===== src/rtl/ifetch.sv =====
// ifetch: instruction fetch sequencer between the PC register and imem.
// Macro IFETCH_ALIGN_CHK_EN turns a misaligned pc_in into a fetch error.
//
// Ports:
//   clk, rst               clock, synchronous active-high reset
//   pc_in / pc_write       current PC in, PC advance enable out (comb)
//   flush                  drop buffered or in-flight fetch
//   imem_req/addr/ack/rdata  held request/acknowledge read port
//   inst_valid/ready       valid/ready handshake towards decode
//   inst, inst_pc          fetched word and its address
//   fetch_err, err_cause   sticky error, 01 timeout / 10 misaligned
//
// Parameter TIMEOUT (1..65535): REQ/DROP cycles without ack before error.

module ifetch #(
    parameter int unsigned TIMEOUT = 255
) (
    input  logic        clk,
    input  logic        rst,
    input  logic [31:0] pc_in,
    output logic        pc_write,
    input  logic        flush,
    output logic        imem_req,
    output logic [31:0] imem_addr,
    input  logic        imem_ack,
    input  logic [31:0] imem_rdata,
    output logic        inst_valid,
    input  logic        inst_ready,
    output logic [31:0] inst,
    output logic [31:0] inst_pc,
    output logic        fetch_err,
    output logic [1:0]  err_cause
);

    typedef enum logic [2:0] {
        S_IDLE,
        S_REQ,
        S_HOLD,
        S_DROP,
        S_ERR
    } state_t;

    localparam logic [15:0] TO_LIM    = 16'(TIMEOUT);
    localparam logic [1:0]  CAUSE_TO  = 2'b01;
    localparam logic [1:0]  CAUSE_MIS = 2'b10;

    state_t      state_q, state_d;
    logic        req_q, req_d;
    logic [31:0] addr_q, addr_d;
    logic [31:0] inst_q, inst_d;
    logic [31:0] ipc_q, ipc_d;
    logic        vld_q, vld_d;
    logic        err_q, err_d;
    logic [1:0]  cause_q, cause_d;
    logic [15:0] cnt_q, cnt_d;

    logic        misalign;
    logic        launch;
    logic [15:0] cnt_inc;
    logic        to_hit;

`ifdef IFETCH_ALIGN_CHK_EN
    assign misalign = |pc_in[1:0];
`else
    // Low PC bits are simply dropped from the request address.
    logic unused_pc_lo;
    assign unused_pc_lo = ^pc_in[1:0];
    assign misalign     = 1'b0;
`endif

    assign cnt_inc = cnt_q + 16'd1;
    assign to_hit  = (cnt_inc == TO_LIM);

    // Next-state and next-register values; outputs are all registered
    // except pc_write, which must coincide with the capture edge.
    always_comb begin
        state_d  = state_q;
        req_d    = req_q;
        addr_d   = addr_q;
        inst_d   = inst_q;
        ipc_d    = ipc_q;
        vld_d    = vld_q;
        err_d    = err_q;
        cause_d  = cause_q;
        cnt_d    = cnt_q;
        launch   = 1'b0;
        pc_write = 1'b0;

        unique case (state_q)
            S_IDLE: begin
                launch = !flush;
            end

            S_REQ: begin
                if (flush) begin
                    if (imem_ack) begin
                        req_d   = 1'b0;
                        state_d = S_IDLE;
                    end else begin
                        // Request cannot be withdrawn; wait it out.
                        cnt_d   = '0;
                        state_d = S_DROP;
                    end
                end else if (imem_ack) begin
                    inst_d   = imem_rdata;
                    ipc_d    = addr_q;
                    vld_d    = 1'b1;
                    req_d    = 1'b0;
                    pc_write = 1'b1;
                    state_d  = S_HOLD;
                end else if (to_hit) begin
                    cnt_d   = cnt_inc;
                    req_d   = 1'b0;
                    err_d   = 1'b1;
                    cause_d = CAUSE_TO;
                    state_d = S_ERR;
                end else begin
                    cnt_d = cnt_inc;
                end
            end

            S_HOLD: begin
                if (flush) begin
                    vld_d   = 1'b0;
                    state_d = S_IDLE;
                end else if (inst_ready) begin
                    vld_d  = 1'b0;
                    launch = 1'b1;
                end
            end

            S_DROP: begin
                if (imem_ack) begin
                    req_d   = 1'b0;
                    state_d = S_IDLE;
                end else if (to_hit) begin
                    cnt_d   = cnt_inc;
                    req_d   = 1'b0;
                    err_d   = 1'b1;
                    cause_d = CAUSE_TO;
                    state_d = S_ERR;
                end else begin
                    cnt_d = cnt_inc;
                end
            end

            S_ERR: begin
                if (flush) begin
                    err_d   = 1'b0;
                    cause_d = 2'b00;
                    state_d = S_IDLE;
                end
            end

            default: begin
                state_d = S_IDLE;
            end
        endcase

        // Shared launch path for IDLE and HOLD acceptance.
        if (launch) begin
            if (misalign) begin
                err_d   = 1'b1;
                cause_d = CAUSE_MIS;
                state_d = S_ERR;
            end else begin
                addr_d  = {pc_in[31:2], 2'b00};
                req_d   = 1'b1;
                cnt_d   = '0;
                state_d = S_REQ;
            end
        end

        if (rst) begin
            pc_write = 1'b0;
        end
    end

    always_ff @(posedge clk) begin
        if (rst) begin
            state_q <= S_IDLE;
            req_q   <= 1'b0;
            addr_q  <= '0;
            inst_q  <= '0;
            ipc_q   <= '0;
            vld_q   <= 1'b0;
            err_q   <= 1'b0;
            cause_q <= 2'b00;
            cnt_q   <= '0;
        end else begin
            state_q <= state_d;
            req_q   <= req_d;
            addr_q  <= addr_d;
            inst_q  <= inst_d;
            ipc_q   <= ipc_d;
            vld_q   <= vld_d;
            err_q   <= err_d;
            cause_q <= cause_d;
            cnt_q   <= cnt_d;
        end
    end

    assign imem_req   = req_q;
    assign imem_addr  = addr_q;
    assign inst       = inst_q;
    assign inst_pc    = ipc_q;
    assign inst_valid = vld_q;
    assign fetch_err  = err_q;
    assign err_cause  = cause_q;

endmodule


===== config.mk =====
export PLATFORM = sky130hd
export DESIGN_NAME = ifetch
export DESIGN_NICKNAME = d
export VERILOG_FILES = /design/src/rtl/ifetch.sv
export SDC_FILE = /design/constraint.sdc
export NUM_CORES = 1
export LEC_CHECK = 0
export BUFFER_PORTS_ARGS = -buffer_cell sky130_fd_sc_hd__buf_4
export CORE_MARGIN = 5
export CORE_UTILIZATION = 44
export CTS_CLUSTER_SIZE = 20
export DETAILED_ROUTE_END_ITERATION = 6
export PLACE_DENSITY = 0.74
export SYNTH_ARGS = -nofsm -noshare
export SYNTH_HDL_FRONTEND = slang
export SYNTH_SLANG_ARGS = --single-unit

===== constraint.sdc =====
create_clock -name clk -period 2 [get_ports clk]
set_input_delay 0.3 -clock clk [delete_from_list [all_inputs] [get_ports clk]]
set_output_delay 0.3 -clock clk [all_outputs]
set_load 0.005 [all_outputs]

== Word level (Yosys, flattened, before mapping) ==
Index checks and enable logic that the tools add are counted.

* Add/sub/neg operators: 1
* $mul: 0
* Divide/modulo/power cells: 0
* $lt $le $gt $ge: 0
* Equal/unequal tests: 14
* Shifts and indexed selects: 0
* Multiplexer cells: 40
* Bitwise logic cells: 2
* Reduce and logical (&&, ||, !) cells: 15

{| class="wikitable"
|+ Operators by type and width
! cell !! count
|-
| $mux 16 || 3
|-
| $pmux 16 s2 || 1
|-
| $mux 1 || 20
|-
| $add 16x1->16 const B || 1
|-
| $eq 16x8->1 const B || 1
|-
| $mux 3 || 5
|-
| $pmux 3 s4 || 1
|-
| $mux 2 || 5
|-
| $ne 2x2->1 const B || 4
|-
| $reduce_and 2->1 || 4
|-
| $eq 3x2->1 const B || 2
|-
| $ne 3x3->1 const B || 2
|-
| $pmux 1 s2 || 3
|-
| $pmux 2 s3 || 1
|-
| $reduce_and 3->1 || 2
|-
| $reduce_bool 3->1 || 2
|-
| $ne 4x4->1 const B || 1
|-
| $reduce_and 4->1 || 1
|-
| $reduce_bool 2->1 || 2
|-
| $reduce_or 2->1 || 2
|-
| $eq 3x1->1 const B || 1
|-
| $eq 3x3->1 const B || 1
|-
| $logic_not 3->1 || 1
|-
| $ne 3x1->1 const B || 1
|-
| 4 further kinds || 5
|}

* Flip-flop bits (word level): 116
* Bits in latches: 0
* RAM bits: 0
* Memory bits (read-only): 0
* Input port bits: 69
* Output and inout port bits: 102
* Word-level logic and storage cells: 82
* Memories kept: 0

== Longest topological paths before layout ==
* Word-level depth: 7
* Depth in mapped cells: 8
* Gate-level depth less buffers: 7

== Worst setup path before layout ==
No wires, ideal clock.

* Path type: register to register
* Start: reg cnt_q[0]
* End: reg req_q (netlist: imem_req)
* Arrival: 1.938 ns
* Slack: -0.056 ns
* Cell stages (with the launch flop): 8
* Path buffers: 1
* Clock period less this slack: 2.056 ns
* Cell sequence: dfxtp_1 ha_1 buf_6 nand4_4 or3b_4 a2111oi_4 a31oi_1 o221a_1

* Cells in the longest elaborated chain, start to end: 7

{| class="wikitable"
|+ RTL lines
! item !! RTL line !! RTL
|-
| start, declared || 55 || <nowiki>logic [15:0] cnt_q, cnt_d;</nowiki>
|-
| start signal, assigned || 199 || <nowiki>cnt_q <= cnt_d;</nowiki>
|-
| $add 16x1->16 * || 71 || <nowiki>assign cnt_inc = cnt_q + 16'd1;</nowiki>
|-
| $eq 16x8->1 * || 72 || <nowiki>assign to_hit = (cnt_inc == TO_LIM);</nowiki>
|-
| $mux 1 * (2 in a row) || - ||
|-
| $mux 1 || - ||
|-
| $pmux 1 s2 * || - ||
|-
| $mux 1 * || - ||
|-
| end signal, assigned || 192 || <nowiki>req_q <= req_d;</nowiki>
|-
| end, declared || 48 || <nowiki>logic req_q, req_d;</nowiki>
|}

Every way passes the cells marked *; elsewhere a longest branch is shown, timed or not.
A chain may end at the register's enable or synchronous reset.

== Worst setup path in the final report ==
* Start: reg cnt_q[5]
* End: reg cause_q[0] (netlist: err_cause[0])

* Cells in the longest elaborated chain, start to end: 6

{| class="wikitable"
|+ RTL lines
! item !! RTL line !! RTL
|-
| $add 16x1->16 * || 71 ||
|-
| $eq 16x8->1 * || 72 ||
|-
| $mux 2 * (2 in a row) || - ||
|-
| $mux 2 || - ||
|-
| $pmux 2 s3 * || - ||
|-
| end signal, assigned || 198 || <nowiki>cause_q <= cause_d;</nowiki>
|-
| end, declared || 54 || <nowiki>logic [1:0] cause_q, cause_d;</nowiki>
|}

Every way passes the cells marked *; elsewhere a longest branch is shown, timed or not. The select of a mux whose other input is x is not followed.

==> impl_summary.txt <==
----------------------------------------------------
[Status]
  Status ... finished clean

[Clock network]
  Clk Latency, worst-skew pair ... about 0.5 ns
  Number of hold buffers added after cts ... 0
  Clock Path Buffers ... 2
  TritonCTS buffer count ... 17
  Clock sink count ... 115
  TritonCTS clock tree ... done
  Number of H-tree levels ... 4
  Clock transition time at the flip-flop clock pins of the worst setup and hold paths ... 0.06 ns
  Cell at the root of the clock tree ... sky130_fd_sc_hd__clkbuf_8

[Synthesis]
  Proportion of synthesized chip area in sequential cells ... 0.504
  Top cells by area in the synthesized netlist ... sky130_fd_sc_hd__dfxtp_1, sky130_fd_sc_hd__nand2_1, sky130_fd_sc_hd__a21oi_1
  Syn_area_per_cell ... 7.82 µm²
  Commonest cells post-synth ... sky130_fd_sc_hd__nand2_1, sky130_fd_sc_hd__dfxtp_1, sky130_fd_sc_hd__a21oi_1
  Post-synthesis instance area ... about 4600 µm²
  Count of flip-flops with a built-in enable after synthesis ... 0
  Post-synthesis instance total ... 585
  Most used DFF post-synth ... sky130_fd_sc_hd__dfxtp_1
  Most instantiated library cell after synthesis ... sky130_fd_sc_hd__nand2_1
  Biggest area consumer among synthesized cells ... sky130_fd_sc_hd__dfxtp_1
  Number of synthesized register bits ... around 120
  Fraction of post-synthesis cell area in the top cell type by area ... 0.504
  Async S/R FF share, synth ... 0
  Distinct cells, synth ... 40
  Number of warnings issued by yosys ... 0

[Die]
  DIE HEIGHT ... ~110 µm
  Total die area ... 12500 µm²
  Initial standard-cell utilization of the core ... 0.447
  Boundary pin count ... between 150 and 200
  Overall die width ... between 100 and 150 µm
  Total number of placement rows ... 37
  Area of the core region ... 10200 µm²

[Timing]
  Worst Skew ... between 0.009 and 0.01 ns
  Fmax achieved ... 508 MHz
  Final setup violation count ... 0
  Final slew viol count ... 0
  Worst max-slew margin expressed relative to the limit ... 0.510
  Final critical delay including setup and external delays ... 1.97 ns
  Unrepaired setup endpoints after global routing ... yes
  Final worst-path cycle share ... 0.984
  Final hold violations ... 0
  Worst-margin pin slew ... 0.735 ns
  Worst hold slack ... 0.0332 ns

[Global routing]
  Via count of the first global-routing pass ... 4463
  Number of antenna violations at the first check in global routing ... 0
  Maximum number of pins on one net before global-route repair ... between 70 and 80
  GR Util All Layers ... 0.212
  Congestion Overflow GR ... 0
  Wire length of the first global-routing pass ... 21.9 mm

[Detailed routing]
  Drt pass-1 iters ... 5
  Detailed-route wire length per cell ... 15.3 µm
  Remaining design rule violation count ... 0
  Number of vias per cell ... 5.18
  Count of vias placed by the detailed router ... 4712
  Count of routing violations after the opening detailed-route iteration ... 441
  Number of nets with antenna violations after detailed routing ... 0
  DRT Wirelength ... 13.9 mm

[Power and ir drop]
  Pwr Total ... between 5 and 6 mW
  Switching share of total power ... 0.224
  Cell area power density ... around 900 nW/µm²
  Sequential fraction of design power ... 0.405
  Static leakage ... ~2.8 nW
  Internal power consumption ... ~4.6 mW
  Portion of total power attributed to the clock network ... 0.516
  Combinational group share of total power ... 0.079
  Highest ir drop seen on vdd ... 0.567 mV
  Total net switching power ... roughly 1.3 mW

[Hold path]
  Type of the worst min-delay path ... input pin to flip-flop
  End of the worst hold path ... inst[0]
  Depth of the worst hold-timing path ... 2
  Hold Path Origin ... rst

[Critical path]
  Longest individual stage delay on the worst path ... 0.41 ns
  Worst R2R Start ... cnt_q[5]
  Type of the worst setup path ... flip-flop to flip-flop
  Slowest stage cell, crit path ... sky130_fd_sc_hd__a2111oi_4
  Slack of the worst reg-to-reg path ... between 0.03 and 0.04 ns
  Endpoint of the worst register-to-register path ... err_cause[0]
  Arrival time reported for the critical path endpoint ... 2.39 ns
  Startpoint types ... flip-flop
  Capturing element type of the critical path ... flip-flop
  Highest fanout seen on the critical path ... 5
  Logic depth of the worst register-to-register path ... 6
  Data required time of the worst path ... between 2 and 2.5 ns
  Chain of cells forming the critical path ... and4_4, nand4_4, or3b_4, a2111oi_4, nand4_1, a21oi_2

[Finish]
  Layout fillers ... between 800 and 900
  Sequential cell area ... 2310 µm²
  Ant diodes ... 0
  Non-filler instance count after layout ... 910
  NumNets Final ... 832
  Fraction of final layout cells sized beyond drive strength 1 ... 0.332
  Area of the multi-input gates ... approximately 2100 µm²
  Layout Area Growth over Synthesis ... 47.2%
  Layout Cell Area excl Fill ... between 6000 and 7000 µm²

[Placed design]
  Number of placed instances with taps included ... 869
  Placer Congestion ... 0.909
  DP Area ... 5990 µm²
  Number of buffer cells added on primary ports ... 163
  Placed wire-length estimate after detailed placement ... 9.69 mm

[Job]
  Max-cap violations ... 0

----------------------------------------------------
## worst max path at each step
stage | from | endpoint | slack, ns
after floorplan | cnt_q[1] | imem_req | 0.01
after global placement | cnt_q[2] | imem_req | 0.01
after detailed placement | cnt_q[2] | imem_req | -0.01
after CTS | cnt_q[2] | imem_req | -0.01
after global routing | cnt_q[1] | err_cause[0] | -0.06
final | cnt_q[5] | err_cause[0] | 0.03
## power groups by stage
stage | registers [mW] | clock network (mW) | logic, mW
after floorplan | 2.45 | 0 | 0.193
after CTS | 2.40 | 3.11 | 0.470
after detailed placement | 2.45 | 0 | 0.464
after global routing | 2.41 | 3.24 | 0.515
after global placement | 2.45 | 0 | 0.454
final | 2.41 | 3.06 | 0.472
## routing by layer
| layer | part of all wire | up-vias | GRT usage |
|---|---|---|---|
| li1 | - | 2289 | - |
| met1 | 0.39 | 2204 | 0.249 |
| met2 | 0.51 | 195 | 0.374 |
| met3 | 0.075 | 24 | 0.0603 |
| met4 | 0.020 | 0 | 0.0697 |
| met5 | 0 | - | 0 |
## layout make-up
cell class / count / area share
flip-flops and latches: 115 / 0.343
multi-input cells: 420 / 0.310
repair buffers: 201 / 0.228
clock buffers: 19 / 0.0626
clock inverters: 13 / 0.0271
well taps: 136 / 0.0253
inverters: 6 / 0.00335
## per-stage QoR
step           TNS, ns   util  worst slack, ns
2_1_floorplan        0      -           0.0124
3_3_place_gp         0  0.585           0.0108
3_5_place_dp   -0.0130  0.585          -0.0130
4_1_cts        -0.0179  0.650          -0.0130
5_1_grt         -0.142  0.658          -0.0563
6_report             0  0.658           0.0325
## placed cells by master (no fill, tap or decap), drive strengths merged
master / n
nand2: 203
buf: 201
dfxtp: 115
a21oi: 104
nor2: 22
clkbuf: 19
nor3: 11
nand4: 10
o21ai: 8
a31oi: 7
inv: 7
xnor2: 6
nor4: 6
xor2: 5
conb: 5
or3: 5
nand3: 4
bufinv: 4
clkinvlp: 4
clkinv: 4
nand2b: 4
a211oi: 3
nor2b: 2
or4: 2
ha: 2
and2: 1
mux2i: 1
and4: 1
or3b: 1
o211a: 1
a2111oi: 1
nand3b: 1
a41o: 1
o211ai: 1
a41oi: 1
o221a: 1
## state kept, by name (all words and copies together) (netlist names)
register    count
imem_addr      30
inst           32
inst_valid      1
cnt_q          16
fetch_err       1
imem_req        1
inst_pc        30
err_cause       1
state_q         3
## what timing repair did
action | in CTS | in global routing
pin swaps | 9 | 7
gates resized for setup | 7 | 12
endpoints found under the hold margin | 0 | 0
endpoints found under the setup margin | 3 | 6
setup buffers | 6 | 3
## cell families (layout without fill, tap and decap cells)
kind of cell	Yosys count	count (layout)	share of synthesized area
buffers and inverters	54	239	0.0599
multiplexers	1	1	0.00219
other	1	5	0.000820
AO/OA/AOI/OAI	128	128	0.154
flip-flops	115	115	0.504
AND/OR/NAND/NOR	273	273	0.253
adder cells (fa/ha/maj)	2	2	0.00547
XOR/XNOR	11	11	0.0211
## worst max-delay path, delay by kind of cell (launching register included)
family	cells	cell delay, ns
AND/OR/NAND/NOR	4	0.98
flip-flops	1	0.32
AO/OA/AOI/OAI	2	0.58
No activity file was read; power rests on OpenSTA's default activity.
